## src/rtl/seq_alu_acc_pkg.sv

```systemverilog
// Shared types and constants for the sequential accumulator ALU and its
// 7-segment display helper.
package seq_alu_acc_pkg;

  typedef enum logic [2:0] {
    OP_AND  = 3'b000,
    OP_OR   = 3'b001,
    OP_ADD  = 3'b010,
    OP_SUB  = 3'b011,
    OP_MUL  = 3'b100,
    OP_NEG  = 3'b101,
    OP_LOAD = 3'b110,
    OP_NOP  = 3'b111
  } alu_op_t;

  typedef enum logic [1:0] {
    ST_IDLE = 2'd0,
    ST_EXEC = 2'd1,
    ST_MUL  = 2'd2
  } alu_state_t;

  // Segment order is {g,f,e,d,c,b,a}; a lit segment is 1.
  localparam logic [6:0] SEG_HEX [16] = '{
    7'h3F, 7'h06, 7'h5B, 7'h4F, 7'h66, 7'h6D, 7'h7D, 7'h07,
    7'h7F, 7'h6F, 7'h77, 7'h7C, 7'h39, 7'h5E, 7'h79, 7'h71
  };
  localparam logic [6:0] SEG_DASH = 7'b1000000;

endpackage

```

## src/rtl/seq_alu_acc_if.sv

```systemverilog
// Operation request/response bundle between the board controls and the ALU.
interface seq_alu_acc_if #(
  parameter int NBITS = 4
);

  logic                    start;
  logic [2:0]              op;
  logic signed [NBITS-1:0] a;
  logic signed [NBITS-1:0] b;
  logic                    acc_sel;
  logic                    clr_ovf;
  logic                    busy;
  logic                    done;
  logic signed [NBITS-1:0] result;
  logic                    ovf;
  logic                    ovf_sticky;
  logic [7:0]              seg;

  modport master (
    output start, op, a, b, acc_sel, clr_ovf,
    input  busy, done, result, ovf, ovf_sticky, seg
  );

  modport slave (
    input  start, op, a, b, acc_sel, clr_ovf,
    output busy, done, result, ovf, ovf_sticky, seg
  );

endinterface

```

## src/rtl/seg7_signed.sv

```systemverilog
// Sign-magnitude 7-segment encoder: bit 7 is the minus sign, bits 6:0 show
// the hex glyph of the magnitude, or a dash when it does not fit one digit.
module seg7_signed
  import seq_alu_acc_pkg::*;
#(
  parameter int NBITS = 4
) (
  input  logic signed [NBITS-1:0] value,
  output logic [7:0]              seg
);

  logic [NBITS-1:0] mag;
  logic [7:0]       mag8;

  // Magnitude of the most negative value still fits NBITS unsigned bits.
  always_comb begin
    mag    = value[NBITS-1] ? $unsigned(-value) : $unsigned(value);
    mag8   = 8'(mag);
    seg[7] = value[NBITS-1];
    seg[6:0] = (mag8 > 8'd15) ? SEG_DASH : SEG_HEX[mag8[3:0]];
  end

endmodule

```

## src/rtl/seq_alu_acc.sv

```systemverilog
// Signed ALU with result accumulator: one operation per start pulse, single
// cycle for logic/arith ops, NBITS-cycle shift-add multiply, sticky overflow.
module seq_alu_acc
  import seq_alu_acc_pkg::*;
#(
  parameter int NBITS  = 4,
  parameter bit MUL_EN = 1'b1
) (
  input  logic         clk_2,
  input  logic         reset_n,
  seq_alu_acc_if.slave bus
);

  localparam int              PW      = 2 * NBITS;
  localparam logic [PW-1:0]   POS_LIM = PW'((1 << (NBITS - 1)) - 1);
  localparam logic [PW-1:0]   NEG_LIM = PW'(1 << (NBITS - 1));
  localparam logic [3:0]      LAST_IT = 4'(NBITS - 1);

  alu_state_t              state_q, state_d;
  alu_op_t                 op_q, op_d;
  logic signed [NBITS-1:0] opa_q, opa_d, opb_q, opb_d;
  logic signed [NBITS-1:0] result_q, result_d;
  logic                    ovf_q, ovf_d, sticky_q, sticky_d, done_q, done_d;
  logic [PW-1:0]           mcand_q, mcand_d, prod_q, prod_d;
  logic [NBITS-1:0]        mplier_q, mplier_d;
  logic                    neg_q, neg_d;
  logic [3:0]              cnt_q, cnt_d;
  logic signed [NBITS-1:0] a_sel;
  logic signed [NBITS:0]   sum;
  logic [PW-1:0]           prod_next;

  function automatic logic [NBITS-1:0] magnitude(input logic signed [NBITS-1:0] v);
    return v[NBITS-1] ? $unsigned(-v) : $unsigned(v);
  endfunction

  // One guard bit makes every sum/difference of two NBITS operands exact.
  function automatic logic signed [NBITS:0] addsub(input logic signed [NBITS-1:0] x,
                                                   input logic signed [NBITS-1:0] y,
                                                   input logic sub);
    logic signed [NBITS:0] xe, ye;
    xe = {x[NBITS-1], x};
    ye = {y[NBITS-1], y};
    return sub ? (xe - ye) : (xe + ye);
  endfunction

  function automatic logic range_ovf(input logic signed [NBITS:0] r);
    return r[NBITS] ^ r[NBITS-1];
  endfunction

  // A negative product may reach one step further than a positive one.
  function automatic logic mul_ovf(input logic [PW-1:0] p, input logic neg);
    return neg ? (p > NEG_LIM) : (p > POS_LIM);
  endfunction

  function automatic logic signed [NBITS-1:0] mul_wrap(input logic [PW-1:0] p,
                                                       input logic neg);
    logic [PW-1:0] s;
    s = neg ? -p : p;
    return s[NBITS-1:0];
  endfunction

  // Next-state, datapath and handshake decisions for the IDLE/EXEC/MUL sequencer.
  always_comb begin
    state_d   = state_q;
    op_d      = op_q;
    opa_d     = opa_q;
    opb_d     = opb_q;
    result_d  = result_q;
    ovf_d     = ovf_q;
    done_d    = 1'b0;
    mcand_d   = mcand_q;
    mplier_d  = mplier_q;
    prod_d    = prod_q;
    neg_d     = neg_q;
    cnt_d     = cnt_q;
    a_sel     = bus.acc_sel ? result_q : bus.a;
    sum       = '0;
    prod_next = prod_q + (mplier_q[0] ? mcand_q : '0);

    case (state_q)
      ST_IDLE: begin
        if (bus.start) begin
          op_d  = alu_op_t'(bus.op);
          opa_d = a_sel;
          opb_d = bus.b;
          if ((alu_op_t'(bus.op) == OP_MUL) && MUL_EN) begin
            state_d  = ST_MUL;
            prod_d   = '0;
            mcand_d  = PW'(magnitude(a_sel));
            mplier_d = magnitude(bus.b);
            neg_d    = a_sel[NBITS-1] ^ bus.b[NBITS-1];
            cnt_d    = '0;
          end else begin
            state_d = ST_EXEC;
          end
        end
      end
      ST_EXEC: begin
        state_d = ST_IDLE;
        done_d  = 1'b1;
        ovf_d   = 1'b0;
        case (op_q)
          OP_AND:  result_d = opa_q & opb_q;
          OP_OR:   result_d = opa_q | opb_q;
          OP_ADD: begin
            sum      = addsub(opa_q, opb_q, 1'b0);
            result_d = sum[NBITS-1:0];
            ovf_d    = range_ovf(sum);
          end
          OP_SUB: begin
            sum      = addsub(opa_q, opb_q, 1'b1);
            result_d = sum[NBITS-1:0];
            ovf_d    = range_ovf(sum);
          end
          OP_NEG: begin
            result_d = -opa_q;
            ovf_d    = opa_q[NBITS-1] & ~(|opa_q[NBITS-2:0]);
          end
          OP_LOAD: result_d = opb_q;
          // NOP, and MUL when the multiplier is not built, leave result alone.
          default: result_d = result_q;
        endcase
      end
      ST_MUL: begin
        prod_d   = prod_next;
        mcand_d  = mcand_q << 1;
        mplier_d = mplier_q >> 1;
        cnt_d    = cnt_q + 4'd1;
        if (cnt_q == LAST_IT) begin
          state_d  = ST_IDLE;
          done_d   = 1'b1;
          result_d = mul_wrap(prod_next, neg_q);
          ovf_d    = mul_ovf(prod_next, neg_q);
        end
      end
      default: state_d = ST_IDLE;
    endcase

    // A same-cycle overflow wins over the clear request.
    sticky_d = (done_d & ovf_d) | (sticky_q & ~bus.clr_ovf);
  end

  // Control and visible result registers; reset aborts any operation in flight.
  always_ff @(posedge clk_2 or negedge reset_n) begin
    if (!reset_n) begin
      state_q  <= ST_IDLE;
      result_q <= '0;
      ovf_q    <= 1'b0;
      sticky_q <= 1'b0;
      done_q   <= 1'b0;
      cnt_q    <= '0;
    end else begin
      state_q  <= state_d;
      result_q <= result_d;
      ovf_q    <= ovf_d;
      sticky_q <= sticky_d;
      done_q   <= done_d;
      cnt_q    <= cnt_d;
    end
  end

  // Operand and multiplier working registers; always loaded before use.
  always_ff @(posedge clk_2) begin
    op_q     <= op_d;
    opa_q    <= opa_d;
    opb_q    <= opb_d;
    mcand_q  <= mcand_d;
    mplier_q <= mplier_d;
    prod_q   <= prod_d;
    neg_q    <= neg_d;
  end

  assign bus.busy       = (state_q != ST_IDLE);
  assign bus.done       = done_q;
  assign bus.result     = result_q;
  assign bus.ovf        = ovf_q;
  assign bus.ovf_sticky = sticky_q;

  seg7_signed #(.NBITS(NBITS)) u_seg7 (
    .value (result_q),
    .seg   (bus.seg)
  );

endmodule

```

## src/flat_wrapper.sv

```systemverilog
// flat-port wrapper written by rule: the top's interface ports become plain ports
module seq_alu_acc_flat import seq_alu_acc_pkg::*;
#(
  parameter int NBITS  = 4,
  parameter bit MUL_EN = 1'b1
)
  (clk_2, reset_n, bus_start, bus_op, bus_a, bus_b, bus_acc_sel, bus_clr_ovf, bus_busy, bus_done, bus_result, bus_ovf, bus_ovf_sticky, bus_seg);
  seq_alu_acc_if #(.NBITS(NBITS)) bus_i ();
  input  logic clk_2;
  input  logic reset_n;
  input wire logic [$bits(bus_i.start)-1:0] bus_start;
  input wire logic [$bits(bus_i.op)-1:0] bus_op;
  input wire logic [$bits(bus_i.a)-1:0] bus_a;
  input wire logic [$bits(bus_i.b)-1:0] bus_b;
  input wire logic [$bits(bus_i.acc_sel)-1:0] bus_acc_sel;
  input wire logic [$bits(bus_i.clr_ovf)-1:0] bus_clr_ovf;
  output wire logic [$bits(bus_i.busy)-1:0] bus_busy;
  output wire logic [$bits(bus_i.done)-1:0] bus_done;
  output wire logic [$bits(bus_i.result)-1:0] bus_result;
  output wire logic [$bits(bus_i.ovf)-1:0] bus_ovf;
  output wire logic [$bits(bus_i.ovf_sticky)-1:0] bus_ovf_sticky;
  output wire logic [$bits(bus_i.seg)-1:0] bus_seg;
  assign bus_i.start = bus_start;
  assign bus_i.op = bus_op;
  assign bus_i.a = bus_a;
  assign bus_i.b = bus_b;
  assign bus_i.acc_sel = bus_acc_sel;
  assign bus_i.clr_ovf = bus_clr_ovf;
  assign bus_busy = bus_i.busy;
  assign bus_done = bus_i.done;
  assign bus_result = bus_i.result;
  assign bus_ovf = bus_i.ovf;
  assign bus_ovf_sticky = bus_i.ovf_sticky;
  assign bus_seg = bus_i.seg;
  seq_alu_acc #(.NBITS(NBITS), .MUL_EN(MUL_EN)) u_core (.clk_2(clk_2), .reset_n(reset_n), .bus(bus_i));
endmodule
```

## config.mk

```make
export PLATFORM = sky130hd
export DESIGN_NAME = seq_alu_acc_flat
export DESIGN_NICKNAME = d
export VERILOG_FILES = /design/src/rtl/seq_alu_acc_pkg.sv /design/src/rtl/seq_alu_acc_if.sv /design/src/rtl/seg7_signed.sv /design/src/rtl/seq_alu_acc.sv /design/src/flat_wrapper.sv
export SDC_FILE = /design/constraint.sdc
export NUM_CORES = 1
export LEC_CHECK = 0
export CAP_MARGIN = 10
export CELL_PAD_IN_SITES_DETAIL_PLACEMENT = 1
export CELL_PAD_IN_SITES_GLOBAL_PLACEMENT = 2
export CORE_UTILIZATION = 31
export CTS_CLUSTER_SIZE = 24
export DETAILED_ROUTE_END_ITERATION = 8
export PLACE_DENSITY_LB_ADDON = 0.1
export SLEW_MARGIN = 20
export SYNTH_ARGS = -nofsm -noshare
export SYNTH_HDL_FRONTEND = slang
export SYNTH_SLANG_ARGS = --single-unit
```

## constraint.sdc

```tcl
create_clock -name clk_2 -period 2.62 [get_ports clk_2]
set_input_delay 0.524 -clock clk_2 [delete_from_list [all_inputs] [get_ports clk_2]]
set_output_delay 0.524 -clock clk_2 [all_outputs]
set_load 0.02 [all_outputs]
```

* Word level (Yosys, flattened, before mapping)
Memories as Yosys holds them, arrays and structs flattened.
Index checks and enable logic that the tools add are counted.
** Word-level totals
- Bits in registers :: 45
- Bits in read-only memories :: 112
- Input port bits :: 16
- Output and inout port bits :: 16
- Logic and storage cells :: 95
- Memories kept :: 1
** Memory list
- (name not given) :: words 16, width 7, rd ports 1, clocked after memory_dff 0, write ports 0, RTL line seg7_signed.sv:20 : seg[6:0] = (mag8 > 8'd15) ? SEG_DASH : SEG_HEX[mag8[3:0]];
** Operators by class
- Add/sub/neg operators :: 9
- Magnitude comparators :: 3
- Equal/unequal tests :: 13
- Muxes and demuxes :: 33
- Bitwise gates (word level) :: 12
- Reduce and logical (&&, ||, !) cells :: 11
** Operators with widths (number)
- $mux W4 :: 10
- $mux W8 :: 5
- $pmux W8 S2 :: 2
- $pmux W4 S2 :: 3
- $pmux W4 S6 :: 1
- $neg A4 Y4 :: 5
- $mux W7 :: 2
- $eq A3 B3 Y1 const B :: 3
- $reduce_and A3 Y1 :: 3
- $add A8 B8 Y8 :: 1
- $gt A8 B3 Y1 const B :: 1
- $gt A8 B4 Y1 const B :: 1
- $ne A7 B1 Y1 const B :: 1
- $eq A3 B2 Y1 const B :: 2
- $mux W2 :: 3
- $reduce_bool A2 Y1 :: 3
- $add A4 B4 Y5 :: 1
- $ge A5 B5 Y1 const B :: 1
- $not A4 Y5 :: 1
- $sub A4 B4 Y5 :: 1
- $add A4 B1 Y4 const B :: 1
- $and A4 B4 Y4 :: 1
- $eq A4 B2 Y1 const B :: 1
- $ne A2 B1 Y1 const B :: 2
- other kinds (17) :: 26

* Depth between registers and ports, before layout
- Word-level depth :: 8
- Mapped depth :: 10
- Mapped depth without buffers :: 10

* Cells and area by module
Synthesis repeated with hierarchy kept, for this count alone.
** Unflattened totals
- Cells, all modules :: 349
- Area total of the unflattened synthesis :: 3378.2 µm²
** Modules (own cells, without submodules)
- seq_alu_acc :: times used 1, cells an instance 305, area an instance 3030.4 µm², sequential area each 1286.2 µm²
- seg7_signed :: times used 1, cells an instance 44, area an instance 347.8 µm², sequential area each 0.0 µm²

* Worst setup path before layout
Ideal clock, no wire load.
- Path type :: flip-flop to output port
- Start :: register u_core.result_q[0], in the netlist u_core.bus.result[0]
- End :: output bus_seg[6]
- Arrival time :: 2184 ps
- Data required time :: 2096 ps
- Setup slack :: -88 ps
- Cell stages (with the launch flop) :: 10
- Buffers on the path :: 0
- Path through :: dfrtp_1 -> inv_1 -> ha_1 -> mux2i_1 -> inv_1 -> ha_1 -> nor2b_1 -> a21oi_1 -> nor2_1 -> a31oi_1
** Between the ends
- Word-level cells in the longest chain between the ends :: 6
** RTL lines
- start, declared :: RTL line seq_alu_acc.sv:22 : logic signed [NBITS-1:0] result_q, result_d;
- start signal, assigned :: RTL line seq_alu_acc.sv:154 : result_q <= result_d;
- $neg A4 Y4 :: RTL line seg7_signed.sv:17 : mag = value[NBITS-1] ? $unsigned(-value) : $unsigned(value);
- $mux W4 * :: RTL line seg7_signed.sv:17
- $not A4 Y5 (implied by the code) * :: RTL line seg7_signed.sv:20
- $mem_v2 Z16 W7 *
- $mux W7 (implied by the code) * (2 in a row) :: RTL line seg7_signed.sv:20
- end, declared :: RTL line flat_wrapper.sv:22 : output wire logic [$bits(bus_i.seg)-1:0] bus_seg;
Mark *: on every way between the ends. The rest lies on a longest branch, timed or not. The select of a mux whose other input is x is not followed.

* Final worst setup path
- Start :: register u_core.result_q[0], in the netlist u_core.bus.result[0]
- End :: output bus_seg[0]
The elaborated chain is that of the path after synthesis.

==> reports/metrics.cfg <==
[clock_tree]
h-tree-depth=2
cts_root_buf=clkbuf_8
cts.sinks=45
postCtsHoldBufs=0
insertion_delay_ns=0.30
tritoncts=done
cts_made_buffers=5
cts.reportedPaths.clkPinSlew_ns=0.09
cts_buffer_depth=2

[sta]
whs_ns=0.5085
final.setup.worst_slack_ns=0.02279
finalHoldViolations=0
maxSlewHeadroom_pct=53.99
period_needed_ns=2.597
min_period_over_period_pct=99.13
fin_worst_skew_ns=0.006815
worst_pin_slew_ns=0.6902
setup_viol=0
fmax_ghz=0.3850
finalSetupTns_ns=0
grt_setup_unrepaired=true
finalMaxSlewViolations=0

[routing]
drtPass1Iterations=4
first_iter_violations=80
drtAntennaViolNets=0
drc=0
totalWireLength_um=8604
vias=2739
routedWlPerCell_um=15.17
via_per_inst=4.831

[synth]
ys_warn_count=0
synthesis.nets=417
synth_cell_types=50
synth.avg_cell_area_um2=9.550
synth_ff_type=edfxtp_1
ys_ff_latch=45
synth_cells=362
ys_seq_area_share_pct=37.21
syn_area_um2=3457
synthArstFlopShare_pct=28.89
synth_edf_count=32

[global_routing]
grt_pass1_vias=2817
grt_pass1_wl_um=13880
grt_max_degree=22
grt_overflow=0
antenna_found_initial=0
groute.usage.overall_pct=15.49

[floorplan]
initial_core_util_pct=31.89
ios=32
rows=38
die_h_um=107.6
core_area_um2=10840
die_w_um=107.6
fp.dieArea_um2=11580

[critical_path]
worstPathMaxFanout=4
reg2reg_slack_ns=0.11
cp-end-kind=primary output
r2r_cells=10
path_class=reg2out
worstSetupStartpointType=register
cp.arrival_ns=2.07
required_ns=2.10

[power]
p_per_area_nw_per_um2=831.0
peakVddDrop_mv=0.5599
p_leak_nw=1.867
power_mw=3.653

[layout]
drive_gt1_share_pct=20.61
fill_cells=1238
finalInstanceArea_um2=4397
final_util_pct=40.56
final_common_cell=buf_4
final_cell_mix=buf_4 (40), nand2_1 (33), nor2_1 (32), edfxtp_1 (32), ha_1 (30)
antennaDiodeCount=0
finalNonFillerCells=567
syn2layout_area_growth_pct=27.18
nNetsFinal=481

[placed_design]
placed_cell_area_um2=4151
detailed_place_hpwl_um=6672
port_buffers=31
dp_slack_ns=-0.3141
place.gp.congestion=0.7276
dp.cells=552

[worst_hold_path]
whs_path_depth=2
hp-class=reg2reg

[job]
cap_violations=0

[status]
status=complete, no violations

[cells by family after synthesis]
| kind of cell | share of synthesized area (%) |
|---|---|
| compound gates | 16.07 |
| simple gates | 16.94 |
| mux | 4.524 |
| buf+inv | 5.465 |
| xor+xnor | 5.031 |
| fa+ha+maj | 14.77 |
| flops | 37.21 |
[worst max-delay path: stages, from the launching register on]
cell     delay (ns)
dfrtp_2        0.42
inv_2          0.08
ha_4           0.20
mux2i_2        0.16
buf_4          0.15
ha_4           0.12
buf_6          0.10
o31ai_2        0.05
a221o_1        0.36
buf_6          0.14
[path summary, 6_finish.rpt]
kind                                      startpoint                     to
worst max-delay path            u_core.bus.result[0]             bus_seg[0]
worst min-delay path                 u_core.cnt_q[1]        u_core.cnt_q[1]
worst max register to register    u_core.mplier_q[0]  u_core.bus.ovf_sticky
worst min register to register       u_core.cnt_q[1]        u_core.cnt_q[1]
max in group asynchronous                    reset_n   u_core.bus.result[0]
min in group asynchronous                    reset_n        u_core.cnt_q[1]
[state kept, by name, summed over array words and instances, names as in the netlist]
| register | flops |
|---|---|
| u_core.mcand_q | 8 |
| u_core.prod_q | 8 |
| u_core.bus.result | 4 |
| u_core.cnt_q | 4 |
| u_core.mplier_q | 4 |
| u_core.opa_q | 4 |
| u_core.opb_q | 4 |
| u_core.op_q | 3 |
| u_core.state_q | 2 |
| u_core.bus.done | 1 |
| u_core.bus.ovf | 1 |
| u_core.bus.ovf_sticky | 1 |
| u_core.neg_q | 1 |
[layout make-up]
class	count	area (um2)	area share, %
Multi-Input combinational cell	271	2113	48.06
Clock buffer	8	80.08	1.821
Sequential cell	45	1287	29.28
Tap cell	140	175.2	3.984
Timing Repair Buffer	72	624.3	14.20
Inverter	31	116.4	2.647
[repair_timing]
item / in CTS / in global routing
setup buffers: 0 / 7
hold endpoints to repair: 0 / 0
setup endpoints to repair: 9 / 9
cloned: 0 / 0
gates resized for setup: 37 / 22
pin swaps: 3 / 12
[layer usage]
metal | track usage [%] | vias to the layer above | wire (um) | part of all wire, %
met5 | 0 | - | 0 | 0
met4 | 3.229 | 0 | 62 | 0.72
met3 | 1.816 | 6 | 132 | 1.5
met2 | 27.06 | 20 | 4137 | 48
met1 | 20.45 | 1316 | 4271 | 50
li1 | - | 1397 | - | -
[power by group]
group / leakage (nW) / internal [mW] / switching, mW
clock: 0.0395 / 0.190 / 0.232
combinational: 1.36 / 1.09 / 1.17
sequential: 0.471 / 0.879 / 0.0985
[Yosys cell counts, types with 2 or more instances]
| cell | n | share of area, % |
|---|---|---|
| a211oi_1 | 3 | 0.65 |
| a21o_1 | 7 | 1.5 |
| a21oi_1 | 15 | 2.2 |
| a21oi_2 | 3 | 0.76 |
| a221o_1 | 2 | 0.58 |
| a22o_1 | 4 | 1.0 |
| a31oi_1 | 4 | 0.72 |
| and2_1 | 16 | 2.9 |
| buf_2 | 7 | 1.0 |
| buf_4 | 2 | 0.43 |
| clkbuf_1 | 6 | 0.65 |
| dfrtp_1 | 13 | 9.4 |
| edfxtp_1 | 32 | 28 |
| fa_1 | 3 | 1.7 |
| ha_1 | 36 | 13 |
| inv_1 | 31 | 3.4 |
| mux2_2 | 3 | 0.98 |
| mux2i_1 | 10 | 2.9 |
| nand2_1 | 33 | 3.6 |
| nand2b_1 | 4 | 0.72 |
| nand3_1 | 3 | 0.43 |
| nand3b_1 | 2 | 0.43 |
| nand4_1 | 4 | 0.72 |
| nor2_1 | 32 | 3.5 |
| nor2b_1 | 6 | 1.1 |
| nor3_1 | 7 | 1.0 |
| nor3b_1 | 3 | 0.65 |
| nor4_2 | 2 | 0.72 |
| o211ai_1 | 6 | 1.3 |
| o21a_1 | 3 | 0.65 |
| o21ai_0 | 18 | 2.6 |
| o21bai_1 | 4 | 0.87 |
| o22ai_1 | 2 | 0.36 |
| o31ai_1 | 4 | 0.87 |
| xnor2_1 | 13 | 3.3 |
| xor2_1 | 5 | 1.3 |
Power figures use the tool's default switching activity.
